`src/rtl/usb_rx_bit_decoder_if.sv`:
```
// Symbol-in / byte-out bundle between the wire reader, the bit decoder and the packet receiver.
// master drives line symbols and the strobe; slave (the decoder) returns ready, bytes and framing status.
interface usb_rx_bit_decoder_if;
  logic       fullSpeedRate;
  logic [1:0] RxBitsIn;
  logic       RxWireActive;
  logic       SIERxWEn;
  logic       SIERxRdyOut;
  logic [7:0] RxDataOut;
  logic       RxDataValid;
  logic       RxPktStart;
  logic       RxPktEnd;
  logic       RxPktActive;
  logic       RxBitStuffError;
  logic       RxByteAlignError;

  modport master (
    output fullSpeedRate, RxBitsIn, RxWireActive, SIERxWEn,
    input  SIERxRdyOut, RxDataOut, RxDataValid, RxPktStart, RxPktEnd,
    input  RxPktActive, RxBitStuffError, RxByteAlignError
  );

  modport slave (
    input  fullSpeedRate, RxBitsIn, RxWireActive, SIERxWEn,
    output SIERxRdyOut, RxDataOut, RxDataValid, RxPktStart, RxPktEnd,
    output RxPktActive, RxBitStuffError, RxByteAlignError
  );
endinterface

```
`src/rtl/usb_rx_bit_decoder.sv`:
```
// USB receive bit decoder: NRZI decode, SYNC hunt, bit unstuffing, EOP detection, LSB-first byte assembly.
// Pulses appear 1 clk after the accepting edge; ready drops for one clk after each accepted symbol.
module usb_rx_bit_decoder #(
  parameter int         STUFF_ONES   = 6,
  parameter logic [7:0] SYNC_PATTERN = 8'h80
) (
  input  logic clk,
  input  logic rst,
  usb_rx_bit_decoder_if.slave rx
);

  typedef enum logic [2:0] {IDLE, HUNT, RX_DATA, EOP_SE0, WAIT_EOP} state_t;

  localparam logic [2:0] STUFF_LIMIT = 3'(STUFF_ONES);

  state_t     state_q, state_d;
  logic       prev_j_q, prev_j_d;
  logic [7:0] sync_q, sync_d;
  logic [7:0] byte_q, byte_d;
  logic [2:0] bit_cnt_q, bit_cnt_d;
  logic [2:0] ones_cnt_q, ones_cnt_d;
  logic       rdy_q, rdy_d;
  logic [7:0] data_out_q, data_out_d;
  logic       data_vld_q, data_vld_d;
  logic       pkt_start_q, pkt_start_d;
  logic       pkt_end_q, pkt_end_d;
  logic       pkt_active_q, pkt_active_d;
  logic       stuff_err_q, stuff_err_d;
  logic       align_err_q, align_err_d;

  logic       accept, sym_se0, sym_j, sym_k, dec_bit, stuff_hit;
  logic [7:0] sync_shift, byte_shift;

  // J/K polarity swaps between full and low speed; SE0 is the same for both
  assign accept     = rx.SIERxWEn && rdy_q;
  assign sym_se0    = (rx.RxBitsIn == 2'b00);
  assign sym_j      = rx.fullSpeedRate ? (rx.RxBitsIn == 2'b10) : (rx.RxBitsIn == 2'b01);
  assign sym_k      = rx.fullSpeedRate ? (rx.RxBitsIn == 2'b01) : (rx.RxBitsIn == 2'b10);
  assign dec_bit    = (sym_j && prev_j_q) || (sym_k && !prev_j_q);
  assign stuff_hit  = (ones_cnt_q == STUFF_LIMIT);
  assign sync_shift = {dec_bit, sync_q[7:1]};
  assign byte_shift = {dec_bit, byte_q[7:1]};

  always_comb begin
    state_d      = state_q;
    prev_j_d     = prev_j_q;
    sync_d       = sync_q;
    byte_d       = byte_q;
    bit_cnt_d    = bit_cnt_q;
    ones_cnt_d   = ones_cnt_q;
    rdy_d        = !accept;
    data_out_d   = data_out_q;
    data_vld_d   = 1'b0;
    pkt_start_d  = 1'b0;
    pkt_end_d    = 1'b0;
    pkt_active_d = pkt_active_q;
    stuff_err_d  = stuff_err_q;
    align_err_d  = align_err_q;

    if (accept) begin
      if (sym_j || sym_k) prev_j_d = sym_j;
      else if (sym_se0)   prev_j_d = 1'b1;

      unique case (state_q)
        IDLE: begin
          if (sym_k) begin
            state_d = HUNT;
            sync_d  = {1'b0, sync_q[7:1]};
          end
        end
        HUNT: begin
          if (!rx.RxWireActive || sym_se0) begin
            state_d = IDLE;
          end else if (sym_j || sym_k) begin
            sync_d = sync_shift;
            if (sync_shift == SYNC_PATTERN) begin
              state_d      = RX_DATA;
              pkt_start_d  = 1'b1;
              pkt_active_d = 1'b1;
              stuff_err_d  = 1'b0;
              align_err_d  = 1'b0;
              bit_cnt_d    = 3'd0;
              ones_cnt_d   = {2'b00, dec_bit};
            end
          end
        end
        RX_DATA: begin
          if (!rx.RxWireActive) begin
            state_d      = IDLE;
            pkt_active_d = 1'b0;
          end else if (sym_se0) begin
            state_d = EOP_SE0;
          end else if (sym_j || sym_k) begin
            if (stuff_hit) begin
              if (dec_bit) begin
                stuff_err_d = 1'b1;
                state_d     = WAIT_EOP;
              end else begin
                ones_cnt_d = 3'd0;
              end
            end else begin
              byte_d     = byte_shift;
              bit_cnt_d  = bit_cnt_q + 3'd1;
              ones_cnt_d = dec_bit ? ones_cnt_q + 3'd1 : 3'd0;
              if (bit_cnt_q == 3'd7) begin
                data_out_d = byte_shift;
                data_vld_d = 1'b1;
              end
            end
          end
        end
        EOP_SE0: begin
          // A pending stuff bit at EOP means the last byte boundary is suspect
          if (sym_j) begin
            state_d      = IDLE;
            pkt_end_d    = 1'b1;
            pkt_active_d = 1'b0;
            if (bit_cnt_q != 3'd0 || stuff_hit) align_err_d = 1'b1;
          end else if (sym_k) begin
            state_d      = IDLE;
            pkt_end_d    = 1'b1;
            pkt_active_d = 1'b0;
            align_err_d  = 1'b1;
          end
        end
        WAIT_EOP: begin
          if (sym_se0) state_d = EOP_SE0;
        end
        default: state_d = IDLE;
      endcase
    end
  end

  always_ff @(posedge clk) begin
    if (!rst) begin
      state_q      <= IDLE;
      prev_j_q     <= 1'b1;
      sync_q       <= 8'h00;
      byte_q       <= 8'h00;
      bit_cnt_q    <= 3'd0;
      ones_cnt_q   <= 3'd0;
      rdy_q        <= 1'b1;
      data_out_q   <= 8'h00;
      data_vld_q   <= 1'b0;
      pkt_start_q  <= 1'b0;
      pkt_end_q    <= 1'b0;
      pkt_active_q <= 1'b0;
      stuff_err_q  <= 1'b0;
      align_err_q  <= 1'b0;
    end else begin
      state_q      <= state_d;
      prev_j_q     <= prev_j_d;
      sync_q       <= sync_d;
      byte_q       <= byte_d;
      bit_cnt_q    <= bit_cnt_d;
      ones_cnt_q   <= ones_cnt_d;
      rdy_q        <= rdy_d;
      data_out_q   <= data_out_d;
      data_vld_q   <= data_vld_d;
      pkt_start_q  <= pkt_start_d;
      pkt_end_q    <= pkt_end_d;
      pkt_active_q <= pkt_active_d;
      stuff_err_q  <= stuff_err_d;
      align_err_q  <= align_err_d;
    end
  end

  assign rx.SIERxRdyOut      = rdy_q;
  assign rx.RxDataOut        = data_out_q;
  assign rx.RxDataValid      = data_vld_q;
  assign rx.RxPktStart       = pkt_start_q;
  assign rx.RxPktEnd         = pkt_end_q;
  assign rx.RxPktActive      = pkt_active_q;
  assign rx.RxBitStuffError  = stuff_err_q;
  assign rx.RxByteAlignError = align_err_q;

endmodule

```
`src/flat_wrapper.sv`:
```
// flat-port wrapper written by rule: the top's interface ports become plain ports
module usb_rx_bit_decoder_flat 
#(
  parameter int         STUFF_ONES   = 6,
  parameter logic [7:0] SYNC_PATTERN = 8'h80
)
  (clk, rst, rx_fullSpeedRate, rx_RxBitsIn, rx_RxWireActive, rx_SIERxWEn, rx_SIERxRdyOut, rx_RxDataOut, rx_RxDataValid, rx_RxPktStart, rx_RxPktEnd, rx_RxPktActive, rx_RxBitStuffError, rx_RxByteAlignError);
  usb_rx_bit_decoder_if rx_i ();
  input  logic clk;
  input  logic rst;
  input wire logic [$bits(rx_i.fullSpeedRate)-1:0] rx_fullSpeedRate;
  input wire logic [$bits(rx_i.RxBitsIn)-1:0] rx_RxBitsIn;
  input wire logic [$bits(rx_i.RxWireActive)-1:0] rx_RxWireActive;
  input wire logic [$bits(rx_i.SIERxWEn)-1:0] rx_SIERxWEn;
  output wire logic [$bits(rx_i.SIERxRdyOut)-1:0] rx_SIERxRdyOut;
  output wire logic [$bits(rx_i.RxDataOut)-1:0] rx_RxDataOut;
  output wire logic [$bits(rx_i.RxDataValid)-1:0] rx_RxDataValid;
  output wire logic [$bits(rx_i.RxPktStart)-1:0] rx_RxPktStart;
  output wire logic [$bits(rx_i.RxPktEnd)-1:0] rx_RxPktEnd;
  output wire logic [$bits(rx_i.RxPktActive)-1:0] rx_RxPktActive;
  output wire logic [$bits(rx_i.RxBitStuffError)-1:0] rx_RxBitStuffError;
  output wire logic [$bits(rx_i.RxByteAlignError)-1:0] rx_RxByteAlignError;
  assign rx_i.fullSpeedRate = rx_fullSpeedRate;
  assign rx_i.RxBitsIn = rx_RxBitsIn;
  assign rx_i.RxWireActive = rx_RxWireActive;
  assign rx_i.SIERxWEn = rx_SIERxWEn;
  assign rx_SIERxRdyOut = rx_i.SIERxRdyOut;
  assign rx_RxDataOut = rx_i.RxDataOut;
  assign rx_RxDataValid = rx_i.RxDataValid;
  assign rx_RxPktStart = rx_i.RxPktStart;
  assign rx_RxPktEnd = rx_i.RxPktEnd;
  assign rx_RxPktActive = rx_i.RxPktActive;
  assign rx_RxBitStuffError = rx_i.RxBitStuffError;
  assign rx_RxByteAlignError = rx_i.RxByteAlignError;
  usb_rx_bit_decoder #(.STUFF_ONES(STUFF_ONES), .SYNC_PATTERN(SYNC_PATTERN)) u_core (.clk(clk), .rst(rst), .rx(rx_i));
endmodule
```
`config.mk`:
```
export PLATFORM = sky130hd
export DESIGN_NAME = usb_rx_bit_decoder_flat
export DESIGN_NICKNAME = d
export VERILOG_FILES = /design/src/rtl/usb_rx_bit_decoder_if.sv /design/src/rtl/usb_rx_bit_decoder.sv /design/src/flat_wrapper.sv
export SDC_FILE = /design/constraint.sdc
export NUM_CORES = 1
export LEC_CHECK = 0
export ABC_CLOCK_PERIOD_IN_PS = 3100
export CORE_MARGIN = 10
export CORE_UTILIZATION = 55
export CTS_CLUSTER_SIZE = 10
export DETAILED_ROUTE_END_ITERATION = 7
export HOLD_SLACK_MARGIN = 0.06
export PLACE_DENSITY = 0.79
export SYNTH_ARGS = -nofsm -noshare
export SYNTH_HDL_FRONTEND = slang
export SYNTH_SLANG_ARGS = --single-unit
```
`constraint.sdc`:
```
create_clock -name clk -period 3.1 [get_ports clk]
set_clock_uncertainty 0.1 [all_clocks]
set_input_delay 0.775 -clock clk [delete_from_list [all_inputs] [get_ports clk]]
set_output_delay 0.775 -clock clk [all_outputs]
set_load 0.05 [all_outputs]
```
==> results of run 1 <==
-- synth_stat cells, drive strengths merged, types with 3 or more instances --
library cell / n / share of area
nor2b: 4 / 0.013
clkbuf: 6 / 0.012
o221a: 3 / 0.017
a211oi: 3 / 0.012
dfxtp: 39 / 0.40
a21oi: 7 / 0.026
inv: 7 / 0.013
nor3: 8 / 0.029
nand2b: 3 / 0.0096
nor2: 15 / 0.029
and3b: 3 / 0.013
a31oi: 3 / 0.0096
o21ai: 3 / 0.0096
nand2: 32 / 0.063
mux2i: 27 / 0.14
nand3: 4 / 0.010
ha: 5 / 0.032
buf: 7 / 0.022
-- metal layers --
| layer | GRT usage | vias to the layer above |
|---|---|---|
| li1 | - | 802 |
| met1 | 0.148 | 784 |
| met2 | 0.239 | 54 |
| met3 | 0.0574 | 9 |
| met4 | 0.0681 | 0 |
| met5 | 0 | - |
-- kinds of logic after synthesis --
family / share of synthesized area
compound gates: 0.138
xor+xnor: 0.0173
fa+ha+maj: 0.0320
buf+inv: 0.0473
flops: 0.399
mux: 0.152
simple gates: 0.214
-- power by group through the flow --
stage,registers (uW),logic (uW),clock network [uW]
detailed placement,534,133,0
finish,522,136,413
global placement,533,130,0
floorplan,530,103,0
global route,525,148,443
CTS,522,135,422
-- area by class of cell --
type / count / area, um^2
clock buffers: 6 / 41.3
clock inverters: 2 / 60.1
fillers: 264 / 1090
inverters: 7 / 26.3
multi-input cells: 153 / 1080
flip-flops and latches: 39 / 781
well taps: 46 / 57.6
repair buffers: 27 / 255
-- through the flow --
stage               power [uW]  area [um^2]  cells  hold slack, ns  setup WS [ns]
CTS                       1080         2300    280           0.332          0.491
detailed placement         667         2200    272           0.307          0.147
floorplan                  634         1960    212           0.346          0.798
global route              1120         2300    280           0.345          0.392
global placement           662         2200    272           0.289          0.215
finish                    1070         2300    280           0.326          0.473
-- registers in the layout, indices dropped and copies added (netlist names) --
signal,count
u_core.rx.SIERxRdyOut,1
u_core.rx.RxDataValid,1
u_core.rx.RxDataOut,8
u_core.rx.RxPktEnd,1
u_core.bit_cnt_q,3
u_core.ones_cnt_q,3
u_core.rx.RxBitStuffError,1
u_core.state_q,3
u_core.rx.RxPktActive,1
u_core.rx.RxPktStart,1
u_core.byte_q,7
u_core.sync_q,7
u_core.rx.RxByteAlignError,1
u_core.prev_j_q,1
-- worst min path at each step --
stage | startpoint | endpoint | slack, ns
floorplan | u_core.byte_q[1]$_SDFFE_PN0P_ | u_core.rx.RxDataOut[0]$_SDFFE_PN0P_ | 0.35
global placement | u_core.rx.SIERxRdyOut$_SDFF_PN1_ | u_core.rx.SIERxRdyOut$_SDFF_PN1_ | 0.29
detailed placement | u_core.rx.SIERxRdyOut$_SDFF_PN1_ | u_core.rx.SIERxRdyOut$_SDFF_PN1_ | 0.31
CTS | u_core.rx.SIERxRdyOut$_SDFF_PN1_ | u_core.rx.SIERxRdyOut$_SDFF_PN1_ | 0.33
global route | u_core.rx.SIERxRdyOut$_SDFF_PN1_ | u_core.rx.SIERxRdyOut$_SDFF_PN1_ | 0.34
finish | u_core.rx.SIERxRdyOut$_SDFF_PN1_ | u_core.rx.SIERxRdyOut$_SDFF_PN1_ | 0.33
==> out/summary.txt, run 1 <==
Initial Utilization -> 0.577
largest net degree at the start of global routing -> 24
length in cells of the worst reg-to-reg path -> 6
Clock Sinks -> 39
Seq cells post-synth -> 39
RePlAce Congestion -> 0.961
net count after synthesis -> 224
f_max -> 0.381 GHz
I/O Buffers -> 21
delay-heaviest family, CP -> compound AO/OA/AOI/OAI gates
Total GRT Usage -> 0.141
CP Capture Type -> flop
# hold bufs at CTS -> 0
slowest CP cell -> clkdlybuf4s50_1
clk slew on worst S/H paths -> 0.11 ns
Sequential Power Share -> 0.488
DP HPWL -> 3130 um
Critical Path AT -> 2.78 ns
Synthesis Warnings -> 0
postcts setup bufs -> 0
first-pass GRT wire length -> 7160 um
Max VDD drop -> 0.377 mV
Max Cap Viol -> 0
final slew viol count -> 0
Main synth FF type -> dfxtp_1
htree depth -> 2
Die Area -> 6340 um^2
CP max stage delay -> 0.59 ns
crit-path max FO -> 10
Die X -> 79.6 um
Tcrit/Tclk final -> 0.847
Netlist cell types -> 51
Pleak -> 0.000892 uW
Diodes inserted -> 0
worst rel slew slack -> 0.642
TritonRoute pass-1 iters -> 4
r2r setup slk -> 0.82 ns
Layout Nets -> 245
clock latency at the later pin of the worst-skew pair -> 0.34 ns
Tmin final -> 2.63 ns
crit path buf inv count -> 1
layout cells sized above 1 -> 0.0940
Clock power frac -> 0.385
number of global-route vias before repair -> 1552
Worst R2R Start -> u_core.state_q[1]$_SDFFE_PN0P_
Sw Share -> 0.240
DRT met1 WL -> 1780 um
Setup CP Type -> primary input to flop
Worst Hold Class -> flop to flop
crit start category -> primary input
I/O pins -> 22
final core utilization -> 0.680
crit path capture -> u_core.ones_cnt_q[2]$_SDFFE_PN0P_
RSZ-0062 raised after global routing -> no
CORE AREA -> 3390 um^2
status -> complete, no violations
Detailed Route Iter0 Violations -> 70
vias -> 1649
synthesized cell area -> 1960 um^2
most frequent cells in the layout -> 39 x dfxtp_1, 31 x nand2_1, 27 x mux2i_1, 21 x clkdlybuf4s50_1, 15 x nor2_1
CP required -> 3.25 ns
Post-synth EDFFs -> 0
Hold Path Stages -> 1
met3 wire len -> 334 um
Slew @ Worst Pin -> 0.535 ns
CTS tree -> done
Critical Path Stages -> 6
Final Hold Viols -> 0
final WL -> 4360 um
initial antenna violation count -> 0
Avg WL per Cell -> 15.6 um
ys async rst share -> 0
# DRC -> 0
syn_area_per_cell -> 9.22 um^2
clk buf depth -> 2
DIE HEIGHT -> 79.6 um
Psw -> 257 uW
Rows -> 21
Root Driver -> clkbuf_4
FF-to-FF End -> u_core.rx.RxDataOut[2]$_SDFFE_PN0P_
post-DR vias/cell -> 5.89
Pwr Density -> 465 nW/um^2
WL met2 -> 2170 um
Critical Path Source -> rx_fullSpeedRate
Pint -> 815 uW
sequential element share of the synthesized area -> 0.399
number of cells upsized or downsized after cts -> 0
post-synthesis cell count -> 212
commonest non-fill, non-tap cell in the layout -> dfxtp_1
worst path cell trace -> clkdlybuf4s50_1 > xor2_1 > mux2_4 > o21ai_2 > o311ai_1 > o41ai_1
TNS Setup -> 0 ns
Setup violations, final -> 0
CTS buffer count -> 5
synthesis-to-finish area growth -> 17.8%
Comb power frac -> 0.127
GR Overflow Total -> 0
top layer in use -> met4
Final ANT Viol Nets -> 0
(Power assumes the default switching activity.)
==> run 2, diff against run 1 <==
--- a/config.mk
+++ b/config.mk
@@ -5,13 +5,13 @@
 export SDC_FILE = /design/constraint.sdc
 export NUM_CORES = 1
 export LEC_CHECK = 0
-export ABC_CLOCK_PERIOD_IN_PS = 3100
+export ABC_CLOCK_PERIOD_IN_PS = 2300
 export CORE_MARGIN = 10
-export CORE_UTILIZATION = 55
+export CORE_UTILIZATION = 50
 export CTS_CLUSTER_SIZE = 10
 export DETAILED_ROUTE_END_ITERATION = 7
 export HOLD_SLACK_MARGIN = 0.06
-export PLACE_DENSITY = 0.79
+export PLACE_DENSITY = 0.76
 export SYNTH_ARGS = -nofsm -noshare
 export SYNTH_HDL_FRONTEND = slang
 export SYNTH_SLANG_ARGS = --single-unit
==> constraint.sdc (replaced) <==
create_clock -name clk -period 2.3 [get_ports clk]
set_clock_uncertainty 0.1 [all_clocks]
set_input_delay 0.575 -clock clk [delete_from_list [all_inputs] [get_ports clk]]
set_output_delay 0.575 -clock clk [all_outputs]
set_load 0.05 [all_outputs]
==> out/summary.txt, run 2 (synthesis results as in run 1) <==
I/O pins -> 22 (unchanged)
DP HPWL -> 3300 um (was 3130 um)
sequential standard cell area -> 781 um^2 (unchanged)
CP Capture Type -> output port (was flop)
met2 Usage GRT -> 0.210 (was 0.239)
post-route cell area -> 2530 um^2 (was 2300 um^2)
f_max -> 0.467 GHz
CTS tree -> done (unchanged)
max reg flops -> 8 (unchanged)
Design Power -> 1390 uW (was 1070 uW)
CTS buffer count -> 5 (unchanged)
worst rel slew slack -> 0.655 (was 0.642)
global route hottest layer -> met2 (unchanged)
Rows -> 22 (was 21)
I/O Buffers -> 21 (unchanged)
htree depth -> 2 (unchanged)
Die X -> 82.5 um (was 79.6 um)
clk buf depth -> 2 (unchanged)
Worst Hold Class -> flop to flop (unchanged)
# hold bufs at CTS -> 0 (unchanged)
clk slew on worst S/H paths -> 0.07 ns (was 0.11 ns)
CP max stage delay -> 0.82 ns (was 0.59 ns)
worst path cell trace -> clkdlybuf4s50_1 (was clkdlybuf4s50_1 > xor2_1 > mux2_4 > o21ai_2 > o311ai_1 > o41ai_1)
final core utilization -> 0.680 (about the same)
met3 usage -> 0.0464 (was 0.0574)
Root Driver -> clkbuf_8 (was clkbuf_4)
Slew @ Worst Pin -> 0.516 ns (was 0.535 ns)
final WL -> 4390 um (was 4360 um)
CP required -> 1.62 ns (was 3.25 ns)
Tmin final -> 2.14 ns
crit start category -> flop (was primary input)
Max Cap Viol -> 0 (unchanged)
final slew viol count -> 0 (unchanged)
Post-Route Hold Slack -> 0.310 ns (was 0.326 ns)
vias -> 1690 (was 1649)
TritonRoute pass-1 iters -> 4 (unchanged)
layout cells sized above 1 -> 0.195 (was 0.0940)
Clock power frac -> 0.323 (was 0.385)
Die Area -> 6810 um^2 (was 6340 um^2)
DIE HEIGHT -> 82.5 um (was 79.6 um)
CORE AREA -> 3720 um^2 (was 3390 um^2)
Setup violations, final -> 0 (unchanged)
Layout Nets -> 267 (was 245)
initial antenna violation count -> 0 (unchanged)
Setup CP Type -> flop to output port (was primary input to flop)
Final ANT Viol Nets -> 0 (unchanged)
Sw Share -> 0.275 (was 0.240)
FILL cells -> 303 (was 264)
slowest CP cell -> clkdlybuf4s50_1 (unchanged)
commonest non-fill, non-tap cell in the layout -> dfxtp_1 (unchanged)
largest net degree at the start of global routing -> 22 (was 24)
placed inst area -> 2390 um^2 (was 2200 um^2)
Global Route met1 Usage -> 0.165 (was 0.148)
most frequent cells in the layout -> 39 x dfxtp_1, 31 x nand2_1, 26 x mux2i_1, 26 x buf_4, 18 x clkdlybuf4s50_1 (was 39 x dfxtp_1, 31 x nand2_1, 27 x mux2i_1, 21 x clkdlybuf4s50_1, 15 x nor2_1)
Max VDD drop -> 0.483 mV (was 0.377 mV)
RePlAce Congestion -> 0.932 (was 0.961)
clock latency at the later pin of the worst-skew pair -> 0.29 ns (was 0.34 ns)
Pint -> 1010 uW (was 815 uW)
Psw -> 383 uW (was 257 uW)
RSZ-0062 raised after global routing -> no (unchanged)
crit path buf inv count -> 1 (unchanged)
Tcrit/Tclk final -> 0.931
synthesis-to-finish area growth -> 29.2% (was 17.8%)
Critical Path AT -> 1.47 ns (was 2.78 ns)
# DRC -> 0 (unchanged)
crit-path max FO -> 2 (was 10)
Diodes inserted -> 0 (unchanged)
Final Hold Viols -> 0 (unchanged)
number of global-route vias before repair -> 1555 (was 1552)
Sequential Power Share -> 0.502 (was 0.488)
Initial Utilization -> 0.526 (was 0.577)
Comb power frac -> 0.175 (was 0.127)
Detailed Route Iter0 Violations -> 137 (was 70)
area of the multi-input gates -> 1120 um^2 (was 1080 um^2)
first-pass GRT wire length -> 7230 um (was 7160 um)
Pwr Density -> 551 nW/um^2 (was 465 nW/um^2)
Pleak -> 0.00102 uW (was 0.000892 uW)
status -> complete, no violations (unchanged)
Clock Sinks -> 39 (unchanged)
post-DR vias/cell -> 5.56 (was 5.89)
Total GRT Usage -> 0.136 (was 0.141)
r2r setup slk -> 0.28 ns (was 0.82 ns)
Avg WL per Cell -> 14.4 um (was 15.6 um)
delay-heaviest family, CP -> buffers and inverters (was compound AO/OA/AOI/OAI gates)
GR Overflow Total -> 0 (unchanged)
[run 2: cell types whose count changed in the layout (fill, tap and decap cells not counted), sizes merged]
cell	previous run	this run
bufinv	2	0
dlygate4sd2	0	1
clkdlybuf4s50	21	18
clkinv	0	1
buf	6	28
dlymetal6s2s	0	2
clkbuf	6	5
clkinvlp	0	2
[run 2: final timing paths]
kind                                          start                                 to  cells after the start
min                u_core.rx.SIERxRdyOut$_SDFF_PN1_   u_core.rx.SIERxRdyOut$_SDFF_PN1_                      1
max reg2reg          u_core.state_q[0]$_SDFFE_PN0P_  u_core.ones_cnt_q[0]$_SDFFE_PN0P_                      5
min reg2reg        u_core.rx.SIERxRdyOut$_SDFF_PN1_   u_core.rx.SIERxRdyOut$_SDFF_PN1_                      1
max          u_core.rx.RxBitStuffError$_SDFFE_PN0P_                 rx_RxBitStuffError                      1
[run 2: per-layer routing]
metal / vias up / wire [um]
met4: 0 / 53
li1: 840 / -
met2: 49 / 2030
met1: 796 / 1950
met3: 5 / 360
met5: - / 0
[run 2: worst reg2reg max path, cell delays in order (launching register included)]
cell	delay [ns]
dfxtp_1	0.55
nor2b_1	0.42
nand2_1	0.18
a21oi_2	0.28
nor3_2	0.13
o221a_1	0.25
[run 2: per-stage QoR]
step	TNS, ns	worst slack (ns)	instances
4_1_cts	0	0.0497	303
5_1_grt	0	0.0416	304
3_5_place_dp	-9.20	-0.398	295
3_3_place_gp	-8.57	-0.321	295
6_report	0	0.159	304
2_1_floorplan	0	0.198	212
[run 2: repair_timing]
action | CTS | global route
pin swaps | 1 | 2
setup endpoints to repair | 3 | 23
buffers inserted | 0 | 1
resized for setup | 2 | 7
[run 2: layout make-up]
cell class	instances	area share
multi-input cells	153	0.444
flip-flops and latches	39	0.309
clock buffers	5	0.0272
well taps	48	0.0238
repair buffers	49	0.178
clock inverters	3	0.00792
inverters	7	0.0104
[run 2: power by group through the flow]
stage,combinational (uW),clock (uW),sequential (uW)
after global routing,265,494,700
after floorplan,139,0,715
after global placement,229,0,714
final,244,449,699
after CTS,232,467,699
after detailed placement,230,0,714
